==> src/rtl/multiplier_control_if.sv <==
// Signal bundle between the add-shift multiplier control unit and its
// surroundings: raw push buttons and the multiplier LSB in, strobes out.
interface multiplier_control_if;
    logic Run_n;
    logic ClearA_LoadB_n;
    logic M;
    logic ClearA;
    logic LoadB;
    logic Add;
    logic Sub;
    logic Shift;
    logic Busy;
    logic Done;

    // Environment side: drives the buttons and the datapath LSB.
    modport master (
        output Run_n,
        output ClearA_LoadB_n,
        output M,
        input  ClearA,
        input  LoadB,
        input  Add,
        input  Sub,
        input  Shift,
        input  Busy,
        input  Done
    );

    // Control unit side.
    modport slave (
        input  Run_n,
        input  ClearA_LoadB_n,
        input  M,
        output ClearA,
        output LoadB,
        output Add,
        output Sub,
        output Shift,
        output Busy,
        output Done
    );
endinterface

==> src/rtl/multiplier_control.sv <==
// Sequencer for the N_BITS x N_BITS add-shift multiplier datapath.
// Synchronizes the Run and ClearA_LoadB buttons, then walks the datapath
// through one clear and N_BITS add/subtract + arithmetic-shift iterations.
// The final iteration subtracts because the multiplier MSB carries
// negative weight in two's complement.
module multiplier_control #(
    parameter int N_BITS = 8
) (
    input logic                 Clk,
    input logic                 Reset,
    multiplier_control_if.slave bus
);

    localparam int CNT_W = $clog2(N_BITS) + 1;
    localparam logic [CNT_W-1:0] LAST = CNT_W'(N_BITS - 1);

    typedef enum logic [2:0] {
        IDLE  = 3'd0,
        CLR   = 3'd1,
        ADD   = 3'd2,
        SHIFT = 3'd3,
        HOLD  = 3'd4
    } state_t;

    state_t           state;
    state_t           state_nxt;
    logic [CNT_W-1:0] count;
    logic [CNT_W-1:0] count_nxt;

    logic run_p0;
    logic run_p1;
    logic clb_p0;
    logic clb_p1;
    logic run_s;
    logic clb_s;
    logic is_last;

    logic clear_a;
    logic load_b;
    logic add;
    logic sub;
    logic shift;
    logic busy;
    logic done;

    // Two-flop synchronizers; reset to 1 so the buttons read as released.
    always_ff @(posedge Clk) begin
        if (!Reset) begin
            run_p0 <= 1'b1;
            run_p1 <= 1'b1;
            clb_p0 <= 1'b1;
            clb_p1 <= 1'b1;
        end else begin
            run_p0 <= bus.Run_n;
            run_p1 <= run_p0;
            clb_p0 <= bus.ClearA_LoadB_n;
            clb_p1 <= clb_p0;
        end
    end

    assign run_s   = ~run_p1;
    assign clb_s   = ~clb_p1;
    assign is_last = (count == LAST);

    // State and iteration counter registers.
    always_ff @(posedge Clk) begin
        if (!Reset) begin
            state <= IDLE;
            count <= '0;
        end else begin
            state <= state_nxt;
            count <= count_nxt;
        end
    end

    // Next-state and strobe decode; Add/Sub follow M combinationally.
    always_comb begin
        state_nxt = state;
        count_nxt = count;
        clear_a   = 1'b0;
        load_b    = 1'b0;
        add       = 1'b0;
        sub       = 1'b0;
        shift     = 1'b0;
        busy      = 1'b0;
        done      = 1'b0;
        case (state)
            IDLE: begin
                // Run wins over a simultaneous load request.
                if (run_s) begin
                    state_nxt = CLR;
                end else begin
                    clear_a = clb_s;
                    load_b  = clb_s;
                end
            end
            CLR: begin
                clear_a   = 1'b1;
                busy      = 1'b1;
                count_nxt = '0;
                state_nxt = ADD;
            end
            ADD: begin
                busy = 1'b1;
                if (bus.M) begin
                    sub = is_last;
                    add = ~is_last;
                end
                state_nxt = SHIFT;
            end
            SHIFT: begin
                busy      = 1'b1;
                shift     = 1'b1;
                count_nxt = count + CNT_W'(1);
                state_nxt = is_last ? HOLD : ADD;
            end
            HOLD: begin
                // Wait for Run release so a held button cannot restart.
                done = 1'b1;
                if (!run_s) begin
                    state_nxt = IDLE;
                end
            end
            default: begin
                state_nxt = IDLE;
            end
        endcase
    end

    assign bus.ClearA = clear_a;
    assign bus.LoadB  = load_b;
    assign bus.Add    = add;
    assign bus.Sub    = sub;
    assign bus.Shift  = shift;
    assign bus.Busy   = busy;
    assign bus.Done   = done;

endmodule

==> src/flat_wrapper.sv <==
// flat-port wrapper written by rule: the top's interface ports become plain ports
module multiplier_control_flat 
#(
    parameter int N_BITS = 8
)
  (Clk, Reset, bus_Run_n, bus_ClearA_LoadB_n, bus_M, bus_ClearA, bus_LoadB, bus_Add, bus_Sub, bus_Shift, bus_Busy, bus_Done);
  multiplier_control_if bus_i ();
  input logic Clk;
  input logic Reset;
  input wire logic [$bits(bus_i.Run_n)-1:0] bus_Run_n;
  input wire logic [$bits(bus_i.ClearA_LoadB_n)-1:0] bus_ClearA_LoadB_n;
  input wire logic [$bits(bus_i.M)-1:0] bus_M;
  output wire logic [$bits(bus_i.ClearA)-1:0] bus_ClearA;
  output wire logic [$bits(bus_i.LoadB)-1:0] bus_LoadB;
  output wire logic [$bits(bus_i.Add)-1:0] bus_Add;
  output wire logic [$bits(bus_i.Sub)-1:0] bus_Sub;
  output wire logic [$bits(bus_i.Shift)-1:0] bus_Shift;
  output wire logic [$bits(bus_i.Busy)-1:0] bus_Busy;
  output wire logic [$bits(bus_i.Done)-1:0] bus_Done;
  assign bus_i.Run_n = bus_Run_n;
  assign bus_i.ClearA_LoadB_n = bus_ClearA_LoadB_n;
  assign bus_i.M = bus_M;
  assign bus_ClearA = bus_i.ClearA;
  assign bus_LoadB = bus_i.LoadB;
  assign bus_Add = bus_i.Add;
  assign bus_Sub = bus_i.Sub;
  assign bus_Shift = bus_i.Shift;
  assign bus_Busy = bus_i.Busy;
  assign bus_Done = bus_i.Done;
  multiplier_control #(.N_BITS(N_BITS)) u_core (.Clk(Clk), .Reset(Reset), .bus(bus_i));
endmodule
==> config.mk <==
export PLATFORM = sky130hd
export DESIGN_NAME = multiplier_control_flat
export DESIGN_NICKNAME = d
export VERILOG_FILES = /design/src/rtl/multiplier_control_if.sv /design/src/rtl/multiplier_control.sv /design/src/flat_wrapper.sv
export SDC_FILE = /design/constraint.sdc
export NUM_CORES = 1
export LEC_CHECK = 0
export BUFFER_PORTS_ARGS = -buffer_cell sky130_fd_sc_hd__buf_2
export CORE_AREA = 3 3 40 42
export DETAILED_ROUTE_END_ITERATION = 12
export DIE_AREA = 0 0 43 45
export PLACE_DENSITY_LB_ADDON = 0.12
export SKIP_LAST_GASP = 1
export SLEW_MARGIN = 20
export SYNTH_ARGS = -nofsm -noshare
export SYNTH_HDL_FRONTEND = slang
export SYNTH_SLANG_ARGS = --single-unit
==> constraint.sdc <==
create_clock -name Clk -period 2.1 [get_ports Clk]
set_input_delay 0.63 -clock Clk [delete_from_list [all_inputs] [get_ports Clk]]
set_output_delay 0.63 -clock Clk [all_outputs]
set_load 0.03 [all_outputs]
==> qor.yml, run 1 <==
grt:
  grt-ovfl-total: 0
  antenna_found_initial: 0
  grt_max_degree: 13
  first_global_vias: 381
  track_usage_pct: 11.5
  grt_pass1_wl_mm: 1.64
setup_path:
  r2r-end: "u_core.count[3]"
  crit_type: "register to output pin"
  crit_path_end_kind: "output pin"
  cp_slowest_cell: "dfxtp_1"
  slowest_delay_ns: 0.40
  r2r_setup_slack_ns: 0.70
  required_ns: 1.47
  crit_path_cell_trace: "nor2_1 > and4b_1 > buf_2"
  crit_path_max_fanout: 10
  rr_worst_depth: 3
  cp-start-kind: "register"
  arrival_ns: 1.32
  timing.rr.start: "u_core.state[2]"
pwr:
  ir_drop_mv: 0.386
  intPower_w: 0.000303
  p_sw_share_pct: 25.1
  combPwrFrac_pct: 10.0
  power_density_mw_per_mm2: 687
  power.leakage_nw: 0.250
  p_switching_w: 0.000102
  clkPwrFrac_pct: 35.4
  finalPower_w: 0.000405
  p_seq_share_pct: 54.6
sta:
  fmax_mhz: 512
  maxSlewHeadroom_pct: 79.7
  rsz0062_at_grt: "no"
  tightest_slew_ns: 0.303
  setup_viol: 0
  period_share_pct: 93.1
  skew_ns: 0.000745
  finalSetupTns_ns: 0
  slew_violations: 0
  hold_viol: 0
  layout_min_cycle_time_ns: 1.95
floorplan:
  core_mm2: 0.00128
  dieArea_mm2: 0.00194
  rows: 13
  die_w_um: 43
  start_util_pct: 38.0
  io_pins: 12
  fp.dieH_um: 45
clock_network:
  htreeDepth: 1
  clkLatencyLatePin_ns: 0.27
  clock_path_buffers: 2
  cts_buffers: 3
  path_clk_slew_ns: 0.07
  ctsHoldBuffers: 0
  cts-root-buf: "clkbuf_4"
  clock-sinks: 11
  cts_tree: "done"
yosys:
  ys_ff_latch: 11
  synth_area_um2: 488
  synth_fp_nets: 63
  ys_seq_area_share_pct: 45.1
  ys_types: 22
  yosysWarningCount: 0
  netlist_instances: 57
  syn_avg_cell_area_um2: 8.56
cells_and_area:
  nets: 78
  final_common_cell: "dfxtp_1"
  drive_gt1_share_pct: 22.5
  final_cell_mix: "dfxtp_1 (11), buf_2 (10), nor2_1 (5), a21oi_1 (5), nand2b_1 (5)"
  finish.instance_area_um2: 589
  syn_to_final_growth_pct: 20.8
  diodes: 0
placement:
  hpwl_um: 652
  place_area_um2: 553
  io_buffers: 11
  globalplace.congestion: 0.672
worst_hold_path:
  min-delay-start: "u_core.run_p0"
  holdCritPathClass: "register to register"
  whs_path_depth: 1
  holdPathEnd: "u_core.run_p1"
routing:
  antenna_left: 0
  vias_per_cell: 4.72
  drt-initial-drc-count: 3
  wl_per_cell_um: 10.4
  wl_um: 894
  drtPass1Iterations: 3
  vias: 406
  drc_errors: 0
run_status:
  status: "completed"
flow_run:
  max_cap_violations: 0
-- kinds of logic after synthesis --
logic type / synth area share [%]
compound gates: 7.43
fa+ha+maj: 2.56
buf+inv: 3.33
flops: 45.1
simple gates: 41.5
-- registers in the layout (all words and copies together), names as in the netlist --
signal and flops:
u_core.clb_p0 1, u_core.run_p1 1, u_core.count 4, u_core.clb_p1 1, u_core.run_p0 1, u_core.state 3
-- through the flow --
stage / cells / util (%) / setup WS, ns / hold WS (ns)
after floorplan: 57 / - / 0.276 / 0.386
after global placement: 81 / 43.0 / 0.353 / 0.391
after detailed placement: 81 / 43.0 / 0.325 / 0.397
after CTS: 85 / 45.1 / 0.123 / 0.414
after global routing: 86 / 45.9 / 0.0107 / 0.430
final: 86 / 45.9 / 0.146 / 0.411
-- synth_stat cells --
library cell  number  area share (%)
a21oi_1            5             5.1
a31oi_1            1             1.3
and2_1             1             1.3
and4b_1            1             2.1
buf_2              1             1.0
clkbuf_1           1            0.77
dfxtp_1           11              45
ha_1               1             2.6
inv_1              2             1.5
nand2_1            4             3.1
nand2b_1           5             6.4
nand2b_2           1             1.8
nand3_1            3             3.1
nand3b_1           2             3.1
nand4b_1           1             1.8
nand4bb_1          1             2.3
nor2_1             5             3.8
nor2b_1            4             5.1
nor3_1             3             3.1
o21ai_0            1             1.0
or3_1              2             2.6
or4b_1             1             2.1
-- cell type report --
cell class / count / area, um^2
sequential: 11 / 220
tap: 15 / 18.8
timing repair buffer: 12 / 65.1
clock buffer: 4 / 26.3
fill: 138 / 696
inverter: 2 / 7.51
multi-input combinational: 42 / 251
-- power by group through the flow --
stage	Clock [W]	Combinational (W)	Sequential, W
3_5_place_dp	0	0.0000408	0.000226
6_report	0.000144	0.0000405	0.000221
4_1_cts	0.000152	0.0000410	0.000221
2_1_floorplan	0	0.0000316	0.000222
5_1_grt	0.000168	0.0000454	0.000222
3_3_place_gp	0	0.0000406	0.000226
-- what timing repair did --
action                     4_1_cts  5_1_grt
setup endpoints to repair        0        1
setup buffers                    0        1
resized for setup                0        1
-- worst max-delay path by stage --
stage,from,endpoint,slack [ns],depth (start not counted)
after floorplan,bus_M,bus_Add,0.28,2
after global placement,bus_M,bus_Add,0.35,4
after detailed placement,bus_M,bus_Add,0.32,4
after CTS,u_core.count[0],bus_Add,0.12,4
after global routing,u_core.state[1],bus_LoadB,0.01,3
final,u_core.state[1],bus_LoadB,0.15,3
-- critical path: cells and delay by family, from the launching register on --
kind,cells,cell delay (ns)
and+or+nand+nor,2,0.47
DFF,1,0.40
buffers and inverters,1,0.19
-- layer usage --
metal / vias up / share of wire [%] / GRT usage (%)
li1: 225 / - / -
met1: 167 / 52 / 14.9
met2: 11 / 38 / 15.9
met3: 3 / 8.2 / 7.17
met4: 0 / 0.89 / 3.61
met5: - / 0 / 0
(Power assumes the default switching activity.)
==> inputs of run 2 (changes only) <==
Settings changed: CORE_AREA 3 3 40 42 to 2 2 39 41, DIE_AREA 0 0 43 45 to 0 0 41 43.
==> qor.yml, run 2 (synthesis results as in run 1) <==
run_status:
  status: "completed"
cells_and_area:
  finish.instance_area_um2: 582
  multi_input_area_um2: 251
  diodes: 0
  final_cell_mix: "buf_2 (11), dfxtp_1 (11), nor2_1 (5), a21oi_1 (5), nand2b_1 (5)"
  nets: 77
  syn_to_final_growth_pct: 19.2
  drive_gt1_share_pct: 22.9
  largest-register: "u_core.count"
  num-fill-cells: 151
  regArea_um2: 220
  top_regs: "u_core.count (4), u_core.state (3)"
  largest_register_ffs: 4
sta:
  period_share_pct: 95.0
  setup_viol: 0
  rsz0062_at_grt: "no"
  fmax_mhz: 501
  hold_viol: 0
  tightest_slew_ns: 0.328
  skew_ns: 0.00874
  finalSetupTns_ns: 0
  slew_violations: 0
  maxSlewHeadroom_pct: 78.1
  layout_min_cycle_time_ns: 1.99
clock_network:
  cts_resized: 0
  clock_path_buffers: 2
  cts_setup_buffers: 0
  path_clk_slew_ns: 0.08
  ctsHoldBuffers: 0
  cts-root-buf: "clkbuf_4"
  clock-sinks: 11
  cts_tree: "done"
  clkLatencyLatePin_ns: 0.27
  htreeDepth: 1
  cts_buffers: 3
worst_hold_path:
  holdCritPathClass: "register to register"
grt:
  first_global_vias: 366
  track_usage_pct: 13.1
  grt-ovfl-total: 0
  grt_max_degree: 13
  grt_pass1_wl_mm: 1.52
  antenna_found_initial: 0
pwr:
  p_sw_share_pct: 26.4
  intPower_w: 0.000300
  power_density_mw_per_mm2: 701
  ir_drop_mv: 0.376
  combPwrFrac_pct: 10.0
  p_switching_w: 0.000108
  p_seq_share_pct: 54.3
  power.leakage_nw: 0.250
  clkPwrFrac_pct: 35.7
  finalPower_w: 0.000408
setup_path:
  crit_type: "register to output pin"
  arrival_ns: 1.36
  crit_path_max_fanout: 10
  required_ns: 1.47
  cp-start-kind: "register"
  crit_path_end_kind: "output pin"
routing:
  vias: 414
  antenna_left: 0
  vias_per_cell: 4.81
  wl_um: 925
  drt-initial-drc-count: 4
  drtPass1Iterations: 4
  wl_per_cell_um: 10.8
  drc_errors: 0
floorplan:
  core_mm2: 0.00138
  rows: 14
  dieArea_mm2: 0.00176
  die_w_um: 41
  start_util_pct: 35.3
  fp.dieH_um: 43
  io_pins: 12
placement:
  place_area_um2: 554
  globalplace.congestion: 0.646
  io_buffers: 11
  hpwl_um: 658
flow_run:
  max_cap_violations: 0
run 2: changes by cell type in the layout (fill, tap and decap cells not counted):
cell / before / now
buf_2: 10 / 11
buf_4: 1 / 0
clkbuf_1: 1 / 0
clkbuf_4: 4 / 3
clkinv_2: 0 / 1
run 2: final timing paths:
| kind | endpoint | depth (start not counted) | slack, ns | startpoint |
|---|---|---|---|---|
| hold reg to reg | u_core.run_p1 | 1 | 0.41 | u_core.run_p0 |
| setup / recovery | bus_LoadB | 3 | 0.11 | u_core.state[1] |
| setup reg to reg | u_core.count[3] | 3 | 0.70 | u_core.state[2] |
| hold / removal | u_core.run_p1 | 1 | 0.41 | u_core.run_p0 |
run 2: area by class of cell:
class / count / area share (%)
Clock buffer: 3 / 3.87
Clock inverter: 1 / 0.860
Inverter: 2 / 1.29
Multi-Input combinational cell: 42 / 43.2
Sequential cell: 11 / 37.8
Tap cell: 16 / 3.44
Timing Repair Buffer: 11 / 9.46
run 2: per-stage QoR:
stage | hold slack (ns) | util (%) | setup WS (ns) | instances
after floorplan | 0.386 | - | 0.276 | 57
after global placement | 0.391 | 40.1 | 0.352 | 82
after detailed placement | 0.391 | 40.1 | 0.341 | 82
after CTS | 0.411 | 42.0 | 0.100 | 86
after global routing | 0.425 | 42.0 | 0.0154 | 86
final | 0.410 | 42.0 | 0.106 | 86
run 2: per-layer routing:
metal / GRT usage, % / up-vias / wire (um)
li1: - / 222 / -
met1: 18.1 / 182 / 499
met2: 15.6 / 8 / 380
met3: 3.14 / 2 / 34
met4: 12.0 / 0 / 10
met5: 0 / - / 0
run 2: power groups by stage:
stage	clock network (W)	logic (W)	registers [W]
after floorplan	0	0.0000316	0.000222
after global placement	0	0.0000406	0.000226
after detailed placement	0	0.0000408	0.000226
after CTS	0.000154	0.0000409	0.000221
after global routing	0.000162	0.0000444	0.000222
final	0.000146	0.0000407	0.000221
run 2: critical path, stage by stage (launching register included):
cell     delay, ns
dfxtp_1       0.41
nor2_1        0.27
and4b_1       0.22
buf_2         0.19
